===== config.mk =====
export PLATFORM = sky130hd
export DESIGN_NAME = wash_panel
export DESIGN_NICKNAME = d
export VERILOG_FILES = /design/src/rtl/wash_panel.sv
export SDC_FILE = /design/constraint.sdc
export NUM_CORES = 1
export LEC_CHECK = 0
export ABC_AREA = 0
export CORE_ASPECT_RATIO = 2
export CORE_MARGIN = 2
export CORE_UTILIZATION = 45
export CTS_BUF_LIST = sky130_fd_sc_hd__clkbuf_8
export CTS_CLUSTER_DIAMETER = 200
export CTS_CLUSTER_SIZE = 24
export DETAILED_ROUTE_END_ITERATION = 10
export HOLD_SLACK_MARGIN = 0.06
export PLACE_DENSITY_LB_ADDON = 0.3
export SYNTH_ARGS = -nofsm -noshare
export SYNTH_HDL_FRONTEND = slang
export SYNTH_SLANG_ARGS = --single-unit

===== constraint.sdc =====
create_clock -name clk -period 4.3 [get_ports clk]
set_input_delay 0.645 -clock clk [delete_from_list [all_inputs] [get_ports clk]]
set_output_delay 0.645 -clock clk [all_outputs]
set_load 0.02 [all_outputs]

===== src/rtl/wash_panel.sv =====
// Customer front panel for the washing-machine controller: collects coin credit,
// launches single/double washes, manages pause during the run and refunds credit.
module wash_panel #(
   parameter int unsigned CREDIT_W     = 4,
   parameter int unsigned MAX_CREDIT   = 15,
   parameter int unsigned PRICE_SINGLE = 1,
   parameter int unsigned PRICE_DOUBLE = 2,
   parameter int unsigned COIN_HOLD    = 80,
   parameter int unsigned HOLD_W       = 8
) (
   input  logic                clk,
   input  logic                rst,
   input  logic                coin_pulse,
   input  logic                start_btn,
   input  logic                cancel_btn,
   input  logic                pause_btn,
   input  logic                double_btn,
   input  logic                wash_done,
   output logic                coin_in,
   output logic                double_wash,
   output logic                timer_pause,
   output logic [CREDIT_W-1:0] credit,
   output logic                coin_reject,
   output logic                refund_pulse,
   output logic                busy,
   output logic                cycle_done
);

   localparam logic [CREDIT_W-1:0] CREDIT_MAX = CREDIT_W'(MAX_CREDIT);
   localparam logic [CREDIT_W-1:0] PRICE_S    = CREDIT_W'(PRICE_SINGLE);
   localparam logic [CREDIT_W-1:0] PRICE_D    = CREDIT_W'(PRICE_DOUBLE);
   localparam logic [HOLD_W-1:0]   HOLD_INIT  = HOLD_W'(COIN_HOLD - 1);

   typedef enum logic [2:0] {
      S_IDLE   = 3'd0,
      S_LAUNCH = 3'd1,
      S_RUN    = 3'd2,
      S_DONE   = 3'd3,
      S_REFUND = 3'd4
   } state_e;

   state_e              state_q, state_d;
   logic [CREDIT_W-1:0] credit_q, credit_d;
   logic [HOLD_W-1:0]   hold_q, hold_d;
   logic                sel_q, sel_d;
   logic                tpause_q, tpause_d;
   logic                coin_in_q, coin_in_d;
   logic                dbl_q, dbl_d;
   logic                reject_q, reject_d;
   logic                refund_q, refund_d;
   logic                busy_q, busy_d;
   logic                done_q, done_d;
   logic                start_btn_q, cancel_btn_q, pause_btn_q, double_btn_q;

   logic                start_rise, cancel_rise, pause_rise, double_rise;
   logic [CREDIT_W-1:0] credit_eff;
   logic [CREDIT_W-1:0] price;

   always_ff @(posedge clk) begin
      if (rst) begin
         state_q      <= S_IDLE;
         credit_q     <= '0;
         hold_q       <= '0;
         sel_q        <= 1'b0;
         tpause_q     <= 1'b0;
         coin_in_q    <= 1'b0;
         dbl_q        <= 1'b0;
         reject_q     <= 1'b0;
         refund_q     <= 1'b0;
         busy_q       <= 1'b0;
         done_q       <= 1'b0;
         start_btn_q  <= 1'b0;
         cancel_btn_q <= 1'b0;
         pause_btn_q  <= 1'b0;
         double_btn_q <= 1'b0;
      end else begin
         state_q      <= state_d;
         credit_q     <= credit_d;
         hold_q       <= hold_d;
         sel_q        <= sel_d;
         tpause_q     <= tpause_d;
         coin_in_q    <= coin_in_d;
         dbl_q        <= dbl_d;
         reject_q     <= reject_d;
         refund_q     <= refund_d;
         busy_q       <= busy_d;
         done_q       <= done_d;
         start_btn_q  <= start_btn;
         cancel_btn_q <= cancel_btn;
         pause_btn_q  <= pause_btn;
         double_btn_q <= double_btn;
      end
   end

   // Next state, credit bookkeeping and registered-output next values.
   always_comb begin
      state_d     = state_q;
      credit_d    = credit_q;
      hold_d      = hold_q;
      sel_d       = sel_q;
      tpause_d    = tpause_q;
      reject_d    = 1'b0;
      refund_d    = 1'b0;
      done_d      = 1'b0;
      credit_eff  = credit_q;
      price       = PRICE_S;
      start_rise  = start_btn & ~start_btn_q;
      cancel_rise = cancel_btn & ~cancel_btn_q;
      pause_rise  = pause_btn & ~pause_btn_q;
      double_rise = double_btn & ~double_btn_q;

      unique case (state_q)
         S_IDLE: begin
            if (double_rise) sel_d = ~sel_q;
            // A coin in the same cycle as start counts toward the price check.
            if (coin_pulse) begin
               if (credit_q == CREDIT_MAX) reject_d = 1'b1;
               else credit_eff = credit_q + CREDIT_W'(1);
            end
            price    = sel_d ? PRICE_D : PRICE_S;
            credit_d = credit_eff;
            if (start_rise && (credit_eff >= price)) begin
               state_d  = S_LAUNCH;
               credit_d = credit_eff - price;
               hold_d   = HOLD_INIT;
            end else if (cancel_rise && (credit_eff != '0)) begin
               state_d = S_REFUND;
            end
         end
         S_LAUNCH: begin
            reject_d = coin_pulse;
            if (hold_q == '0) state_d = S_RUN;
            else hold_d = hold_q - HOLD_W'(1);
         end
         S_RUN: begin
            reject_d = coin_pulse;
            if (wash_done) begin
               state_d  = S_DONE;
               tpause_d = 1'b0;
               sel_d    = 1'b0;
               done_d   = 1'b1;
            end else if (pause_rise) begin
               tpause_d = ~tpause_q;
            end
         end
         S_DONE: begin
            reject_d = coin_pulse;
            state_d  = S_IDLE;
         end
         S_REFUND: begin
            refund_d = 1'b1;
            // An accepted coin here is returned by this pulse, so credit holds.
            if (coin_pulse && (credit_q != CREDIT_MAX)) begin
               credit_d = credit_q;
            end else begin
               reject_d = coin_pulse;
               credit_d = credit_q - CREDIT_W'(1);
            end
            if (credit_d == '0) state_d = S_IDLE;
         end
         default: state_d = S_IDLE;
      endcase

      coin_in_d = (state_d == S_LAUNCH);
      busy_d    = (state_d == S_LAUNCH) || (state_d == S_RUN);
      dbl_d     = sel_d;
   end

   assign coin_in      = coin_in_q;
   assign double_wash  = dbl_q;
   assign timer_pause  = tpause_q;
   assign credit       = credit_q;
   assign coin_reject  = reject_q;
   assign refund_pulse = refund_q;
   assign busy         = busy_q;
   assign cycle_done   = done_q;

endmodule


==> impl_metrics.env, run 1 <==
export IMPL_status="complete, no violations"
export IMPL_syn_to_final_growth_pct=14.3
export IMPL_diodes=0
export IMPL_nNetsFinal=216
export IMPL_hold_slack_ns=0.533
export IMPL_min_delay_path_class="reg -> reg"
export IMPL_firstDrtPassIters=4
export IMPL_track_usage=0.201
export IMPL_avgSynthCellArea_um2=8.17
export IMPL_place_congestion=0.890
export IMPL_pwr_density_cell_nw_per_um2=736
export IMPL_fin_tns_setup_ns=0
export IMPL_reg2reg_slack_ns=0.61
export IMPL_final_area_um2=1770
export IMPL_final_max_slew_viol_count=0
export IMPL_path_max_fanout=13
export IMPL_crit_top_cell="ha_1"
export IMPL_htreeDepth=1
export IMPL_crit_arrival_ns=3.92
export IMPL_postPlaceCellArea_um2=1720
export IMPL_muxShareOfSynthArea=0.0137
export IMPL_core_area_um2=3340
export IMPL_relSlewSlack=0.400
export IMPL_drc=0
export IMPL_fin_crit_sh=0.859
export IMPL_async_flop_share=0
export IMPL_tightest_slew_ns=0.897
export IMPL_pwr_share_clk=0.120
export IMPL_clockBufferDepth=2
export IMPL_ant_nets=0
export IMPL_synth_compound_area_frac=0.220
export IMPL_path_cells="ha_1 -> nand3_1 -> and2_1 -> xnor2_1 -> ha_1 -> inv_1 -> fa_1 -> a211oi_1 -> a21oi_1 -> a2111oi_0 -> or3_1"
export IMPL_grt_pass1_wl_um=5930
export IMPL_p_leak_nw=0.671
export IMPL_p_int_mw=0.713
export IMPL_fin_crit_ns=3.69
export IMPL_start_util=0.464
export IMPL_synthTopCellsByArea="dfxtp_1, ha_1, a21oi_1"
export IMPL_totalWireLength_um=3520
export IMPL_p_sw_mw=0.591
export IMPL_synth_top_area_share=0.335
export IMPL_worst_hold_startpoint="timer_pause"
export IMPL_switching_share=0.453
export IMPL_clk_latency_ns=0.27
export IMPL_syn_cell_area_um2=1550
export IMPL_min_to="timer_pause"
export IMPL_peakVddDrop_mv=0.428
export IMPL_hold_buffers=0
export IMPL_ys_seq_elements=26
export IMPL_yosys_warnings=0
export IMPL_pwr_share_comb=0.558
export IMPL_grt_pass1_vias=1379
export IMPL_drive_above_1_share=0.0600
export IMPL_syn_nets=205
export IMPL_yosysSeqAreaShare=0.335
export IMPL_ios=19
export IMPL_post_dp_hpwl_um=2720
export IMPL_num_vias=1432
export IMPL_cts_root_buf="clkbuf_8"
export IMPL_fin_util=0.531
export IMPL_synth_edf_count=0
export IMPL_synthTopCellsByCount="dfxtp_1, nor2_1, a21oi_1, nand2_1, inv_1"
export IMPL_synthAdderAreaFrac=0.0613
export IMPL_max_freq_mhz=271
export IMPL_r2r_cells=11
export IMPL_synthMostInstantiatedCell="dfxtp_1"
export IMPL_rsz0062_at_grt="no"
export IMPL_worstReg2RegEnd="credit[2]"
export IMPL_die_h_um=87.0
export IMPL_cts_repair_resize_count=0
export IMPL_r2r_start="credit[0]"
export IMPL_cap_violations=0
export IMPL_setup_violations_final=0
export IMPL_rows=30
export IMPL_synth_xor_area_share=0.0452
export IMPL_hold_depth=2
export IMPL_clock_skew_ns=0.00642
export IMPL_synthCells=190
export IMPL_synthDistinctLibCells=50
export IMPL_cts_clk_slew_worst_paths_ns=0.09
export IMPL_die_area_um2=3960
export IMPL_worstSetupEndpointType="flop"
export IMPL_crit_type="reg -> reg"
export IMPL_yosysTopAreaCell="dfxtp_1"
export IMPL_wl_per_cell_um=15.2
export IMPL_antenna_found_initial=0
export IMPL_grt_ovfl_total=0
export IMPL_synth_flop_cell="dfxtp_1"
export IMPL_synth_simple_area_share=0.260
export IMPL_hold_viol=0
export IMPL_cp_slowest_cell="dfxtp_1"
export IMPL_io_buffers=18
export IMPL_drt_iter0_drc=34
export IMPL_cts_setup_buffers=0
export IMPL_die_w_um=45.5
export IMPL_critPathMaxStageDelay_ns=0.61
export IMPL_seqPwrFrac=0.323
export IMPL_cts_tree="yes"
export IMPL_cts_buffers_inserted=3
export IMPL_cp_data_required_time_ns=4.52
export IMPL_synth_top_family_by_area="simple AND/OR/NAND/NOR gates"
export IMPL_grt_max_degree=27
export IMPL_start_kind="flop"
export IMPL_cts_sinks=26
export IMPL_vias_per_cell=6.17
critical path: cells and delay by family (launching register included):
family | cells | cell delay [ns]
xor gates and xnor gates | 1 | 0.24
AOI/OAI and AO/OA | 3 | 1.16
and+or+nand+nor | 3 | 0.69
DFF | 1 | 0.61
adders and majority gates | 3 | 0.89
buffers and inverters | 1 | 0.06
power by group through the flow:
stage	Sequential [mW]	Clock [mW]	Combinational, mW
after detailed placement	0.427	0	0.728
after floorplan	0.405	0	0.566
final	0.421	0.156	0.727
after CTS	0.422	0.161	0.731
after global routing	0.437	0.172	0.821
after global placement	0.421	0	0.711
cells in the final DEF, fill, tap and decap left out, drive strengths merged, types with 2 or more instances in the layout:
master	synthesis	routed
nor2	15	15
and2	3	3
xnor2	4	4
a211oi	7	7
o21ai	6	6
inv	10	10
clkdlybuf4s50	0	18
nand2b	4	4
a21oi	14	14
clkbuf	8	4
nor2b	8	8
a21o	3	3
xor2	4	4
dfxtp	26	26
o31ai	2	2
nand2	15	15
a2111oi	2	2
ha	6	6
nor3	5	5
a31oi	6	6
or3	3	3
nand4	2	2
nor3b	2	2
nor4	2	2
nand3	8	8
or4	2	2
layer usage:
metal | part of all wire | track usage | vias to the layer above | routed length, µm
met2 | 0.58 | 0.360 | 39 | 2050
met4 | 0.037 | 0.120 | 0 | 132
met3 | 0.028 | 0.0228 | 10 | 99
met5 | 0 | 0 | - | 0
li1 | - | - | 693 | -
met1 | 0.35 | 0.208 | 690 | 1250
worst max path at each step:
stage / startpoint / endpoint / slack [ns] / depth (start not counted)
4_1_cts: credit[0] / credit[0] / 0.60 / 11
3_5_place_dp: credit[0] / credit[0] / 0.65 / 11
6_report: credit[0] / credit[2] / 0.61 / 11
5_1_grt: credit[0] / credit[2] / 0.19 / 11
2_1_floorplan: credit[1] / credit[2] / 1.12 / 13
3_3_place_gp: credit[0] / credit[2] / 0.83 / 11
sequential cells by signal (all words and copies together), names as in the netlist:
name / count
cycle_done: 1
start_btn_q: 1
refund_pulse: 1
double_wash: 1
pause_btn_q: 1
state_q: 3
timer_pause: 1
coin_in: 1
double_btn_q: 1
hold_q: 8
busy: 1
coin_reject: 1
credit: 4
cancel_btn_q: 1
cell families (layout without fill, tap and decap cells):
family	Yosys count	after routing
multiplexers	2	2
adder cells (fa/ha/maj)	7	7
flip-flops	26	26
buffers and inverters	23	33
AND/OR/NAND/NOR	75	75
XOR/XNOR	8	8
AO/OA/AOI/OAI	49	49
cell type report:
cell class / count / area, µm²
clock buffers: 4 / 55.1
well taps: 32 / 40.0
repair buffers: 19 / 188
flip-flops and latches: 26 / 520
inverters: 10 / 37.5
fillers: 322 / 1570
multi-input cells: 141 / 932
per-stage QoR:
step	power, mW	cells	worst slack (ns)
after CTS	1.31	232	0.603
final	1.30	232	0.606
after global placement	1.13	228	0.832
after global routing	1.43	232	0.193
after detailed placement	1.15	228	0.653
after floorplan	0.971	190	1.12
Power figures use the tool's default switching activity.
==> run 2: changes to the inputs <==
--- a/config.mk
+++ b/config.mk
@@ -13,6 +13,7 @@
 export CTS_CLUSTER_DIAMETER = 200
 export CTS_CLUSTER_SIZE = 24
 export DETAILED_ROUTE_END_ITERATION = 10
+export DONT_BUFFER_PORTS = 1
 export HOLD_SLACK_MARGIN = 0.06
 export PLACE_DENSITY_LB_ADDON = 0.3
 export SYNTH_ARGS = -nofsm -noshare
==> impl_metrics.env, run 2 (synthesis results as in run 1) <==
export IMPL_final_area_um2=1590
export IMPL_grt_pass1_vias=1368
export IMPL_cts_sinks=26
export IMPL_die_h_um=87.0
export IMPL_clockBufferDepth=2
export IMPL_die_w_um=45.5
export IMPL_io_buffers=0
export IMPL_clk_latency_ns=0.27
export IMPL_ant_nets=0
export IMPL_tightest_slew_ns=0.857
export IMPL_start_util=0.464
export IMPL_firstDrtPassIters=4
export IMPL_track_usage=0.213
export IMPL_p_leak_nw=0.604
export IMPL_total_power_mw=1.24
export IMPL_fin_crit_sh=0.837
export IMPL_die_area_um2=3960
export IMPL_peakVddDrop_mv=0.353
export IMPL_grt_max_degree=27
export IMPL_cts_root_buf="clkbuf_8"
export IMPL_path_cells="ha_1 -> nand3_1 -> and2_1 -> xnor2_1 -> ha_1 -> inv_1 -> fa_1 -> a211oi_1 -> a21oi_1 -> mux2i_1 -> a2111oi_0"
export IMPL_drt_iter0_drc=36
export IMPL_min_delay_path_class="in -> reg"
export IMPL_num_vias=1346
export IMPL_place_congestion=0.990
export IMPL_setup_violations_final=0
export IMPL_critPathMaxStageDelay_ns=0.58
export IMPL_grt_ovfl_total=0
export IMPL_fin_tns_setup_ns=0
export IMPL_crit_arrival_ns=3.74
export IMPL_drc=0
export IMPL_hold_viol=0
export IMPL_ios=19
export IMPL_crit_type="reg -> reg"
export IMPL_cts_buffers_inserted=3
export IMPL_path_buf_inv=1
export IMPL_max_freq_mhz=278
export IMPL_layout_commonest_cell="dfxtp_1"
export IMPL_cp_slowest_cell="dfxtp_1"
export IMPL_core_area_um2=3340
export IMPL_regMostFlops="hold_q"
export IMPL_largest_reg_flops=8
export IMPL_drive_above_1_share=0.0659
export IMPL_pwr_density_cell_nw_per_um2=778
export IMPL_fin_crit_ns=3.60
export IMPL_status="complete, no violations"
export IMPL_vias_per_cell=6.29
export IMPL_post_dp_hpwl_um=2880
export IMPL_final_max_slew_viol_count=0
export IMPL_worstSetupEndpointType="flop"
export IMPL_postPlaceCellArea_um2=1550
export IMPL_cts_clk_slew_worst_paths_ns=0.09
export IMPL_cap_violations=0
export IMPL_rows=30
export IMPL_critPathTopFamily="compound AO/OA/AOI/OAI gates"
export IMPL_cts_setup_buffers=0
export IMPL_cts_tree="yes"
export IMPL_final_cell_mix="dfxtp_1, nor2_1, nand2_1, a21oi_1, inv_1"
export IMPL_syn_to_final_growth_pct=2.26
export IMPL_cp_data_required_time_ns=4.44
export IMPL_diodes=0
export IMPL_rsz0062_at_grt="no"
export IMPL_start_kind="flop"
export IMPL_totalWireLength_um=3680
export IMPL_nNetsFinal=199
export IMPL_path_max_fanout=11
export IMPL_grt_pass1_wl_um=6200
export IMPL_wl_per_cell_um=17.2
export IMPL_clock_skew_ns=0.00567
export IMPL_crit_top_cell="ha_1"
export IMPL_relSlewSlack=0.429
export IMPL_antenna_found_initial=0
export IMPL_cts_repair_resize_count=0
export IMPL_htreeDepth=1
export IMPL_fin_util=0.475
export IMPL_hold_buffers=0
[run 2: cell count changes in the layout (fill, tap and decap cells not counted)]
cell             change
clkdlybuf4s50_1     -18
buf_4                +1
clkbuf_8             -1
[run 2: power by group]
part	internal, mW	total (mW)	switching [mW]	leakage, nW
Combinational	0.266	0.665	0.399	0.369
Clock	0.0627	0.134	0.0715	0.0216
Sequential	0.317	0.436	0.119	0.214
[run 2: per-layer routing]
metal	wire [µm]	vias up	GRT usage
met5	0	-	0
met4	215	0	0.144
met3	97	14	0.0270
met2	2100	36	0.383
met1	1270	639	0.207
li1	-	657	-
[run 2: area by class of cell]
| class | instances | area [µm²] |
|---|---|---|
| Clock buffer | 3 | 41.3 |
| Fill cell | 338 | 1750 |
| Inverter | 10 | 37.5 |
| Multi-Input combinational cell | 141 | 932 |
| Sequential cell | 26 | 520 |
| Tap cell | 32 | 40.0 |
| Timing Repair Buffer | 2 | 15.0 |
[run 2: stage by stage]
| step | cells | hold WS [ns] | worst slack (ns) |
|---|---|---|---|
| floorplan | 190 | 0.481 | 1.12 |
| global placement | 211 | 0.500 | 0.943 |
| detailed placement | 211 | 0.525 | 0.736 |
| CTS | 214 | 0.431 | 0.720 |
| global route | 214 | 0.424 | 0.348 |
| finish | 214 | 0.437 | 0.702 |
[run 2: final timing paths]
| check | startpoint | to | slack (ns) | cells after the start |
|---|---|---|---|---|
| hold reg to reg | cancel_btn_q | state_q[2] | 0.54 | 3 |
| setup / recovery | credit[1] | credit[0] | 0.70 | 11 |
| hold / removal | rst | double_btn_q | 0.44 | 1 |
| setup reg to reg | credit[1] | credit[0] | 0.70 | 11 |
==> run 3: changes to the inputs <==
==> constraint.sdc (replaced) <==
create_clock -name clk -period 3.35 [get_ports clk]
set_input_delay 0.5025 -clock clk [delete_from_list [all_inputs] [get_ports clk]]
set_output_delay 0.5025 -clock clk [all_outputs]
set_load 0.02 [all_outputs]
==> impl_metrics.env, run 3 (synthesis results as in run 1) <==
export IMPL_die_area_um2=3960
export IMPL_crit_top_cell="ha_1"
export IMPL_pwr_density_cell_nw_per_um2=1010
export IMPL_path_max_fanout=9
export IMPL_drc=0
export IMPL_path_buf_inv=1
export IMPL_clockBufferDepth=2
export IMPL_cts_sinks=26
export IMPL_grt_max_degree=27
export IMPL_crit_type="reg -> reg"
export IMPL_track_usage=0.208
export IMPL_final_max_slew_viol_count=0
export IMPL_io_buffers=0
export IMPL_num_vias=1328
export IMPL_fin_crit_sh=0.930
export IMPL_setup_violations_final=0
export IMPL_syn_to_final_growth_pct=4.84
export IMPL_largest_reg_flops=8
export IMPL_htreeDepth=1
export IMPL_p_leak_nw=0.627
export IMPL_path_cells="ha_1 -> nand3_1 -> and2_1 -> xnor2_1 -> ha_1 -> inv_1 -> fa_1 -> a211oi_1 -> a21oi_2 -> and4_1 -> or3_1"
export IMPL_fin_tns_setup_ns=0
export IMPL_firstDrtPassIters=4
export IMPL_cts_clk_slew_worst_paths_ns=0.09
export IMPL_relSlewSlack=0.674
export IMPL_totalWireLength_um=3680
export IMPL_reg2reg_slack_ns=0.23
export IMPL_cp_slowest_cell="fa_1"
export IMPL_hold_viol=0
export IMPL_core_area_um2=3340
export IMPL_cts_tree="yes"
export IMPL_drt_iter0_drc=48
export IMPL_grt_pass1_vias=1377
export IMPL_cp_data_required_time_ns=3.51
export IMPL_hold_buffers=0
export IMPL_grt_pass1_wl_um=6210
export IMPL_cts_root_buf="clkbuf_8"
export IMPL_rsz0062_at_grt="no"
export IMPL_regMostFlops="hold_q"
export IMPL_clk_latency_ns=0.27
export IMPL_cap_violations=0
export IMPL_final_cell_mix="dfxtp_1, nor2_1, nand2_1, a21oi_1, inv_1"
export IMPL_ios=19
export IMPL_hold_slack_ns=0.294
export IMPL_max_freq_mhz=321
export IMPL_rows=30
export IMPL_critPathTopFamily="simple AND/OR/NAND/NOR gates"
export IMPL_die_w_um=45.5
export IMPL_cts_buffers_inserted=3
export IMPL_grt_ovfl_total=0
export IMPL_diodes=0
export IMPL_place_congestion=0.899
export IMPL_die_h_um=87.0
export IMPL_nNetsFinal=202
export IMPL_start_kind="flop"
export IMPL_fin_crit_ns=3.12
export IMPL_critPathMaxStageDelay_ns=0.38
export IMPL_layout_commonest_cell="dfxtp_1"
export IMPL_antenna_found_initial=0
export IMPL_post_dp_hpwl_um=2880
export IMPL_crit_arrival_ns=3.28
export IMPL_tightest_slew_ns=0.485
export IMPL_clock_skew_ns=0.00801
export IMPL_peakVddDrop_mv=0.534
export IMPL_start_util=0.464
export IMPL_drive_above_1_share=0.0914
export IMPL_wl_per_cell_um=16.9
export IMPL_min_delay_path_class="in -> reg"
export IMPL_ant_nets=0
export IMPL_vias_per_cell=6.09
export IMPL_status="complete, no violations"
export IMPL_worstSetupEndpointType="flop"
-- run 3: cell count changes in the layout (fill, tap and decap cells not counted) --
| cell | delta |
|---|---|
| a21oi_1 | -1 |
| clkbuf_8 | +1 |
| buf_4 | +3 |
| a21oi_2 | +1 |
-- run 3: report_power, final --
group	internal (mW)	leakage [nW]	total (mW)	switching, mW
clock network	0.105	0.0288	0.201	0.0963
registers	0.406	0.214	0.530	0.124
logic	0.362	0.385	0.908	0.547
total	0.873	0.627	1.64	0.767
-- run 3: worst reg2reg max path: cells and delay by family (launching register included) --
family          cells  cell delay [ns]
flops               1             0.36
compound gates      2             0.52
buf+inv             1             0.06
simple gates        4             1.00
xor+xnor            1             0.27
fa+ha+maj           3             0.79
-- run 3: what timing repair did --
item                       CTS  global route
setup endpoints to repair    0             1
resized for setup            0             1
setup buffers                0             0
-- run 3: cell type report --
cell class	instances	area, µm²
clock buffer	4	55.1
fill	335	1710
inverter	10	37.5
multi-input combinational	141	936
sequential	26	520
tap	32	40.0
timing repair buffer	5	37.5
-- run 3: metrics by stage --
step	utilization	setup slack, ns	std cells	cell area (µm²)	power (mW)
finish	0.487	0.233	218	1630	1.64
global route	0.487	0.0302	218	1630	1.79
CTS	0.486	0.223	218	1620	1.64
detailed placement	0.469	0.216	214	1570	1.43
global placement	0.469	0.373	214	1570	1.41
floorplan	-	0.172	190	1550	1.25
-- run 3: path summary, 6_finish.rpt --
kind,startpoint,end,depth (start not counted)
setup reg to reg,credit[1],credit[2],11
setup / recovery,credit[1],credit[2],11
hold / removal,rst,cycle_done,1
hold reg to reg,hold_q[0],hold_q[0],2
-- run 3: layer usage --
layer	part of all wire	global-route usage	wire [µm]
met5	0	0	0
met3	0.016	0.0249	60
met4	0.023	0.0775	86
met2	0.59	0.403	2170
met1	0.37	0.207	1360
